===== src/rtl/boa_arb_pkg.sv =====
// Shared types and the tie-break helper for the two-master memory arbiter.
// The optional round-robin mode is selected with the macro BOA_MEM_ARBITER_RR_EN.
package boa_arb_pkg;

    localparam int ADDR_W = 32;
    localparam int DATA_W = 32;

    typedef enum logic [1:0] {
        SEL_NONE = 2'd0,
        SEL_A    = 2'd1,
        SEL_B    = 2'd2
    } arb_sel_t;

    // A single request always wins. On a tie, the master that was not served last wins.
    // Fixed priority passes last=SEL_B so that A wins, unless force_b reports B as starved.
    function automatic arb_sel_t arb_pick(input logic     req_a,
                                          input logic     req_b,
                                          input arb_sel_t last,
                                          input logic     force_b);
        arb_sel_t pick;
        pick = SEL_NONE;
        if (req_a && req_b) begin
            if (force_b || (last == SEL_A)) pick = SEL_B;
            else                            pick = SEL_A;
        end else if (req_a) begin
            pick = SEL_A;
        end else if (req_b) begin
            pick = SEL_B;
        end
        return pick;
    endfunction

endpackage


===== src/rtl/boa_mem_bus.sv =====
// Simple request/ready memory bus. CPU drives the request and MEM drives the response.
// Handshake: a request (re=1 or we!=0) is accepted on the cycle ready=1. It must be
// held stable until then. Read data arrives on rdata the cycle after the accept.
interface boa_mem_bus;
    import boa_arb_pkg::*;

    logic              re;
    logic [3:0]        we;
    logic [ADDR_W-1:0] addr;
    logic [DATA_W-1:0] wdata;
    logic              ready;
    logic [DATA_W-1:0] rdata;

    modport CPU (output re, we, addr, wdata, input ready, rdata);
    modport MEM (input re, we, addr, wdata, output ready, rdata);
endinterface


===== src/rtl/boa_mem_arbiter.sv =====
// Two-master arbiter that merges masters A and B onto one single-port memory.
// A grant is held across memory stalls. Registered read data is routed back to the
// master that owns the response.
// Macro BOA_MEM_ARBITER_RR_EN: defined selects round-robin ties, undefined selects
// fixed priority (A wins ties) with a starvation override for B.
module boa_mem_arbiter
    import boa_arb_pkg::*;
#(
    parameter int starve_limit = 8
) (
    input  logic           clk,
    input  logic           rst_n,
    boa_mem_bus.MEM        a,
    boa_mem_bus.MEM        b,
    boa_mem_bus.CPU        mem,
    output arb_sel_t       dbg_gnt,
    output arb_sel_t       dbg_rsp,
    output logic [7:0]     dbg_starve
);

    localparam logic [7:0] STARVE_LIM = 8'(starve_limit);

    arb_sel_t   gnt_q;
    arb_sel_t   rsp_q;
    arb_sel_t   rr_last_q;
    arb_sel_t   sel;
    logic [7:0] starve_q;
    logic       req_a;
    logic       req_b;
    logic       force_b;
    logic       accept;

    assign dbg_gnt    = gnt_q;
    assign dbg_rsp    = rsp_q;
    assign dbg_starve = starve_q;

    // Pick the owner of this cycle and mux its request down and the ready/rdata back up.
    always_comb begin
        req_a   = a.re | (|a.we);
        req_b   = b.re | (|b.we);
        force_b = (starve_q >= STARVE_LIM);
        sel     = SEL_NONE;
        // While reset is asserted, nothing reaches the memory, including during an aborted lock.
        if (!rst_n)                  sel = SEL_NONE;
        else if (gnt_q != SEL_NONE)  sel = gnt_q;
        else                         sel = arb_pick(req_a, req_b, rr_last_q, force_b);
        accept    = (sel != SEL_NONE) && mem.ready;

        mem.re    = 1'b0;
        mem.we    = '0;
        mem.addr  = '0;
        mem.wdata = '0;
        case (sel)
            SEL_A: begin
                mem.re    = a.re;
                mem.we    = a.we;
                mem.addr  = a.addr;
                mem.wdata = a.wdata;
            end
            SEL_B: begin
                mem.re    = b.re;
                mem.we    = b.we;
                mem.addr  = b.addr;
                mem.wdata = b.wdata;
            end
            default: ;
        endcase

        a.ready = (sel == SEL_A) && mem.ready;
        b.ready = (sel == SEL_B) && mem.ready;
        a.rdata = (rsp_q == SEL_A) ? mem.rdata : '0;
        b.rdata = (rsp_q == SEL_B) ? mem.rdata : '0;
    end

    // Grant lock, response owner, round-robin history and B starvation counter.
    always_ff @(posedge clk or negedge rst_n) begin
        if (!rst_n) begin
            gnt_q     <= SEL_NONE;
            rsp_q     <= SEL_NONE;
            rr_last_q <= SEL_B;
            starve_q  <= '0;
        end else begin
            gnt_q <= ((sel != SEL_NONE) && !mem.ready) ? sel : SEL_NONE;
            rsp_q <= accept ? sel : SEL_NONE;
`ifdef BOA_MEM_ARBITER_RR_EN
            if (accept) rr_last_q <= sel;
            starve_q <= '0;
`else
            // rr_last_q is held at SEL_B so that arb_pick resolves ties to A.
            rr_last_q <= SEL_B;
            if (accept && (sel == SEL_B))         starve_q <= '0;
            else if (req_b && (starve_q != 8'hFF)) starve_q <= starve_q + 8'd1;
`endif
        end
    end

endmodule


===== src/flat_wrapper.sv =====
// flat-port wrapper written by rule: the top's interface ports become plain ports
module boa_mem_arbiter_flat import boa_arb_pkg::*;
#(
    parameter int starve_limit = 8
)
  (clk, rst_n, dbg_gnt, dbg_rsp, dbg_starve, a_re, a_we, a_addr, a_wdata, a_ready, a_rdata, b_re, b_we, b_addr, b_wdata, b_ready, b_rdata, mem_re, mem_we, mem_addr, mem_wdata, mem_ready, mem_rdata);
  boa_mem_bus a_i ();
  boa_mem_bus b_i ();
  boa_mem_bus mem_i ();
  input  logic clk;
  input  logic rst_n;
  output arb_sel_t dbg_gnt;
  output arb_sel_t dbg_rsp;
  output logic [7:0] dbg_starve;
  input wire logic [$bits(a_i.re)-1:0] a_re;
  input wire logic [$bits(a_i.we)-1:0] a_we;
  input wire logic [$bits(a_i.addr)-1:0] a_addr;
  input wire logic [$bits(a_i.wdata)-1:0] a_wdata;
  output wire logic [$bits(a_i.ready)-1:0] a_ready;
  output wire logic [$bits(a_i.rdata)-1:0] a_rdata;
  input wire logic [$bits(b_i.re)-1:0] b_re;
  input wire logic [$bits(b_i.we)-1:0] b_we;
  input wire logic [$bits(b_i.addr)-1:0] b_addr;
  input wire logic [$bits(b_i.wdata)-1:0] b_wdata;
  output wire logic [$bits(b_i.ready)-1:0] b_ready;
  output wire logic [$bits(b_i.rdata)-1:0] b_rdata;
  output wire logic [$bits(mem_i.re)-1:0] mem_re;
  output wire logic [$bits(mem_i.we)-1:0] mem_we;
  output wire logic [$bits(mem_i.addr)-1:0] mem_addr;
  output wire logic [$bits(mem_i.wdata)-1:0] mem_wdata;
  input wire logic [$bits(mem_i.ready)-1:0] mem_ready;
  input wire logic [$bits(mem_i.rdata)-1:0] mem_rdata;
  assign a_i.re = a_re;
  assign a_i.we = a_we;
  assign a_i.addr = a_addr;
  assign a_i.wdata = a_wdata;
  assign a_ready = a_i.ready;
  assign a_rdata = a_i.rdata;
  assign b_i.re = b_re;
  assign b_i.we = b_we;
  assign b_i.addr = b_addr;
  assign b_i.wdata = b_wdata;
  assign b_ready = b_i.ready;
  assign b_rdata = b_i.rdata;
  assign mem_re = mem_i.re;
  assign mem_we = mem_i.we;
  assign mem_addr = mem_i.addr;
  assign mem_wdata = mem_i.wdata;
  assign mem_i.ready = mem_ready;
  assign mem_i.rdata = mem_rdata;
  boa_mem_arbiter #(.starve_limit(starve_limit)) u_core (.clk(clk), .rst_n(rst_n), .a(a_i), .b(b_i), .mem(mem_i), .dbg_gnt(dbg_gnt), .dbg_rsp(dbg_rsp), .dbg_starve(dbg_starve));
endmodule

===== config.mk =====
export PLATFORM = sky130hd
export DESIGN_NAME = boa_mem_arbiter_flat
export DESIGN_NICKNAME = d
export VERILOG_FILES = /design/src/rtl/boa_arb_pkg.sv /design/src/rtl/boa_mem_bus.sv /design/src/rtl/boa_mem_arbiter.sv /design/src/flat_wrapper.sv
export SDC_FILE = /design/constraint.sdc
export NUM_CORES = 1
export LEC_CHECK = 0
export ABC_AREA = 1
export CORE_AREA = 5 5 120 122
export DETAILED_ROUTE_END_ITERATION = 8
export DIE_AREA = 0 0 125 127
export PLACE_DENSITY = 0.59
export SLEW_MARGIN = 15
export SYNTH_ARGS = -nofsm -noshare
export SYNTH_HDL_FRONTEND = slang
export SYNTH_SLANG_ARGS = --single-unit

===== constraint.sdc =====
create_clock -name clk -period 2.8 [get_ports clk]
set_input_delay 0.56 -clock clk [delete_from_list [all_inputs] [get_ports clk]]
set_output_delay 0.56 -clock clk [all_outputs]
set_load 0.02 [all_outputs]

### After elaboration in Yosys (flattened, before gate mapping)

Index checks and enable logic that the tools add are counted.
Widths: inputs -> output; s select.

| cells by class | value |
|---|---|
| $add $sub $neg | 1 |
| order comparisons | 1 |
| equality and inequality tests | 5 |
| multiplexer cells | 16 |
| bitwise gates (word level) | 2 |
| reductions and logical operators | 13 |

Operators with widths:

| cell | number |
|---|---|
| $pmux 32 s2 | 2 |
| $mux 32 | 2 |
| $mux 2 | 8 |
| $mux 8 | 2 |
| $add 8x1->8 const B | 1 |
| $ge 8x4->1 const B | 1 |
| $ne 8x8->1 const B | 1 |
| $pmux 4 s2 | 1 |
| $reduce_or 4->1 | 2 |
| $logic_and 1x1->1 | 7 |
| $reduce_bool 2->1 | 3 |
| $eq 2x1->1 const B | 2 |
| $eq 2x2->1 const B | 2 |
| $or 1x1->1 | 2 |
| $pmux 1 s2 | 1 |
| $logic_not 1->1 | 1 |

| word-level totals | value |
|---|---|
| register bits after elaboration | 12 |

### Logic depth before layout (Yosys ltp)

| logic depth | value |
|---|---|
| word-level depth | 11 |
| depth in mapped cells | 17 |

### Worst setup path before layout

OpenSTA, ideal clock, no wires.

| timing path | value |
|---|---|
| kind | input to output |
| start | input b_we[1] |
| end | output mem_addr[10] |
| data arrival time | 2.141 ns |
| required time | 2.240 ns |
| slack | 0.099 ns |
| stages on the path | 12 |
| path buffers | 3 |
| path through | nor2_1 -> nand3_1 -> nand2_1 -> inv_1 -> nand2_1 -> nand3_1 -> inv_1 -> ha_1 -> clkbuf_1 -> buf_2 -> buf_2 -> a21oi_1 |

| on the way | value |
|---|---|
| word-level cells in the longest chain between the ends | 9 |

Ends and longest elaborated chain:

| element | RTL line | RTL |
|---|---|---|
| start: declaration | flat_wrapper.sv:22 | `input wire logic [$bits(b_i.we)-1:0] b_we;` |
| $reduce_or 4->1 * | boa_mem_arbiter.sv:40 | `req_b = b.re \| (\|b.we);` |
| $or 1x1->1 * | boa_mem_arbiter.sv:40 |  |
| $mux 2 | boa_arb_pkg.sv:27 | `end else if (req_b) begin` |
| $mux 2 | boa_arb_pkg.sv:25 | `end else if (req_a) begin` |
| $mux 2 * | boa_arb_pkg.sv:22 | `if (req_a && req_b) begin` |
| $mux 2 * | boa_mem_arbiter.sv:45 | `else if (gnt_q != SEL_NONE) sel = gnt_q;` |
| $mux 2 * | boa_mem_arbiter.sv:44 | `if (!rst_n) sel = SEL_NONE;` |
| $eq 2x2->1 / $eq 2x1->1 (equally long branches) | boa_mem_arbiter.sv:53 | `case (sel)` |
| $pmux 32 s2 * | boa_mem_arbiter.sv:53 |  |
| end: declaration | flat_wrapper.sv:29 | `output wire logic [$bits(mem_i.addr)-1:0] mem_addr;` |

Mark *: on every way between the ends. The rest lies on a longest branch, timed or not.

### Final worst setup path

| timing path | value |
|---|---|
| start | input b_we[1] |
| end | output mem_wdata[21] |

| on the way | value |
|---|---|
| word-level cells in the longest chain between the ends | 9 |

Ends and longest elaborated chain:

| element | RTL line | RTL |
|---|---|---|
| $reduce_or 4->1 * | boa_mem_arbiter.sv:40 |  |
| $or 1x1->1 * | boa_mem_arbiter.sv:40 |  |
| $mux 2 | boa_arb_pkg.sv:27 |  |
| $mux 2 | boa_arb_pkg.sv:25 |  |
| $mux 2 * | boa_arb_pkg.sv:22 |  |
| $mux 2 * | boa_mem_arbiter.sv:45 |  |
| $mux 2 * | boa_mem_arbiter.sv:44 |  |
| $eq 2x2->1 / $eq 2x1->1 (equally long branches) | boa_mem_arbiter.sv:53 |  |
| $pmux 32 s2 * | boa_mem_arbiter.sv:53 |  |
| end: declaration | flat_wrapper.sv:30 | `output wire logic [$bits(mem_i.wdata)-1:0] mem_wdata;` |

Marks and branches as above.

==> impl_metrics.ini <==
[run_status]
outcome = finished, final reports clean

[logic_synthesis]
synth_edf_count = 0
async_flop_share_pct = 100
syn_inst = 450
syn_nets = 628
yosys_warnings = 0
yosys-top-cells-area = nand2_1 30%, a21oi_1 16%, dfrtp_1 14%
yosysTopAreaCell = nand2_1
ys_seq_elements = 12
synth_common_cells = 172 x nand2_1, 78 x nor2_1, 69 x a21oi_1
synth_most_common_cell = nand2_1
ys_seq_area_share_pct = 13.9
synth.avg_cell_area_um2 = 4.81
synthDistinctLibCells = 22
synth-main-ff-cell = dfrtp_1
synth_top_area_share_pct = 29.8
syn_area_um2 = 2160

[finish]
antennaDiodeCount = 0
drive_gt1_share_pct = 36.2
nNetsFinal = 985
post-route-util_pct = 52.9
area_growth_pct = 220

[job]
maxCapViolCount = 0

[drt]
drt.antenna.violating_nets = 0
drtIter0Drc = 129
route.detailed.drc = 0
dr.pass1.iters = 6
wirelength_um = 15200
avgViaCountPerCell = 4.24
wl_per_cell_um = 15.5
vias = 4159

[worst_setup_path]
critical_path_class = in -> out
cp.arrival_ns = 2.21
endpoint_kind = output port
required_ns = 2.24
startpoint_type = input pin
crit_fanout = 6

[timing]
relSlewSlack_pct = 61.3
fin_crit_ns = 2.77
tns_ns = 0
layout_setup_ws_ns = 0.0282
fin_crit_sh_pct = 99.0
hold_violations = 0
clock_skew_ns = 0.00108
worstMarginPinSlew_ns = 0.580
drv_slew = 0
hold_slack_ns = 0.527
finalSetupViolCount = 0
max_freq_mhz = 361
rsz0062_at_grt = yes

[global_routing]
grt_pass1_vias = 4243
antenna_found_initial = 0
grt.overflow.total = 0
grt_pass1_wl_um = 22000
grt.total_usage_pct = 16.8
grt_max_degree = 40

[floorplanning]
pin_count = 320
dieArea_um2 = 15900
start_util_pct = 16.5
die_y_um = 127
die_w_um = 125
core_area_um2 = 13100
rows = 42

[worst_hold_path]
hold_path.class = in -> async

[power]
ir_drop_mv = 0.608
leakage_nw = 3.08
report.power.total_mw = 5.72
powerDensity_nw_per_um2 = 827

[clocking]
clkTransAtPathRegs_ns = 0.04
clock_tree.buffer_depth = 2
numClockSinks = 12
htreeDepth = 1
numCtsBuffers = 3
insertion_delay_ns = 0.24
cts_tree = yes
root_buffer = clkbuf_16

[placed_design]
gp_congestion = 0.895
dp_hpwl_um = 11700
dp_worst_setup_slack_ns = -0.819
port_buffers = 319
-- cell families after synthesis --
group                    count (synthesis)  synth area share [%]
buffers and inverters                   87                  16.2
flip-flops                              12                  13.9
adder cells (fa/ha/maj)                  5                  2.89
AND/OR/NAND/NOR                        269                  48.8
XOR/XNOR                                 2                 0.809
AO/OA/AOI/OAI                           75                  17.5
-- routing by layer --
| layer | part of all wire, % | track usage, % |
|---|---|---|
| met2 | 54 | 33.7 |
| met3 | 9.1 | 5.93 |
| met5 | 0 | 0 |
| met1 | 34 | 16.6 |
| met4 | 2.4 | 3.38 |
-- flip-flops by register name, indices dropped and copies added (netlist names) --
| signal | count |
|---|---|
| u_core.dbg_gnt | 2 |
| u_core.dbg_starve | 8 |
| u_core.dbg_rsp | 2 |
-- where the power goes --
group	leakage, nW	total (mW)	switching (mW)	internal, mW
Clock	0.0442	0.289	0.0738	0.215
Sequential	0.155	0.289	0.0516	0.238
Combinational	2.88	5.15	2.74	2.41
Total	3.08	5.72	2.86	2.86
-- placed cells by master, fill, tap and decap left out, types with 5 or more instances in the layout --
cell type	n
nand2_1	103
nand2_4	30
inv_1	51
buf_12	11
clkbuf_16	9
clkdlybuf4s50_1	237
a21oi_2	53
nand3_1	6
nor2_1	74
a21oi_1	15
buf_16	5
nand2_2	42
buf_4	47
buf_6	58
dfrtp_1	12
clkbuf_2	7
buf_2	10
-- layout make-up --
class | count | area, um2
tap | 176 | 220
inverter | 56 | 218
timing repair buffer | 383 | 4000
multi-input combinational | 351 | 2100
fill | 1229 | 6160
sequential | 12 | 300
clock buffer | 4 | 88.8
-- worst paths after layout --
| kind | startpoint | to | cells past startpoint | slack [ns] |
|---|---|---|---|---|
| max | b_we[1] | mem_wdata[21] | 15 | 0.03 |
| min | rst_n | u_core.dbg_starve[1] | 2 | 0.53 |
| max reg2reg | u_core.dbg_starve[7] | u_core.dbg_starve[3] | 18 | 0.51 |
| min reg2reg | u_core.dbg_starve[2] | u_core.dbg_starve[2] | 2 | 0.57 |
| max in group asynchronous | rst_n | u_core.dbg_starve[2] | 2 | 2.11 |
| min in group clk | u_core.dbg_starve[2] | u_core.dbg_starve[2] | 2 | 0.57 |
-- stage by stage --
| step | std cells | instance area [um2] |
|---|---|---|
| global route | 982 | 6920 |
| finish | 982 | 6920 |
| floorplan | 450 | 2160 |
| CTS | 976 | 6160 |
| global placement | 942 | 5710 |
| detailed placement | 942 | 5710 |
-- critical path, cell delays in order --
cell	delay, ns
buf_4	0.14
nor2_4	0.13
nand3_2	0.09
nand2_1	0.07
inv_1	0.04
nand2_1	0.06
nand3_2	0.09
buf_6	0.14
inv_4	0.05
ha_4	0.18
buf_12	0.15
clkbuf_16	0.15
nand2_1	0.06
a21oi_2	0.15
buf_6	0.14
-- repair_timing --
| action | in CTS | in global routing |
|---|---|---|
| buffers inserted | 24 | 1 |
| gates resized for setup | 415 | 211 |
| hold buffers | 0 | 0 |
| setup endpoints to repair | 71 | 79 |
| gates cloned | 6 | 7 |
| pin swaps | 17 | 44 |
Power figures use the tool's default switching activity.
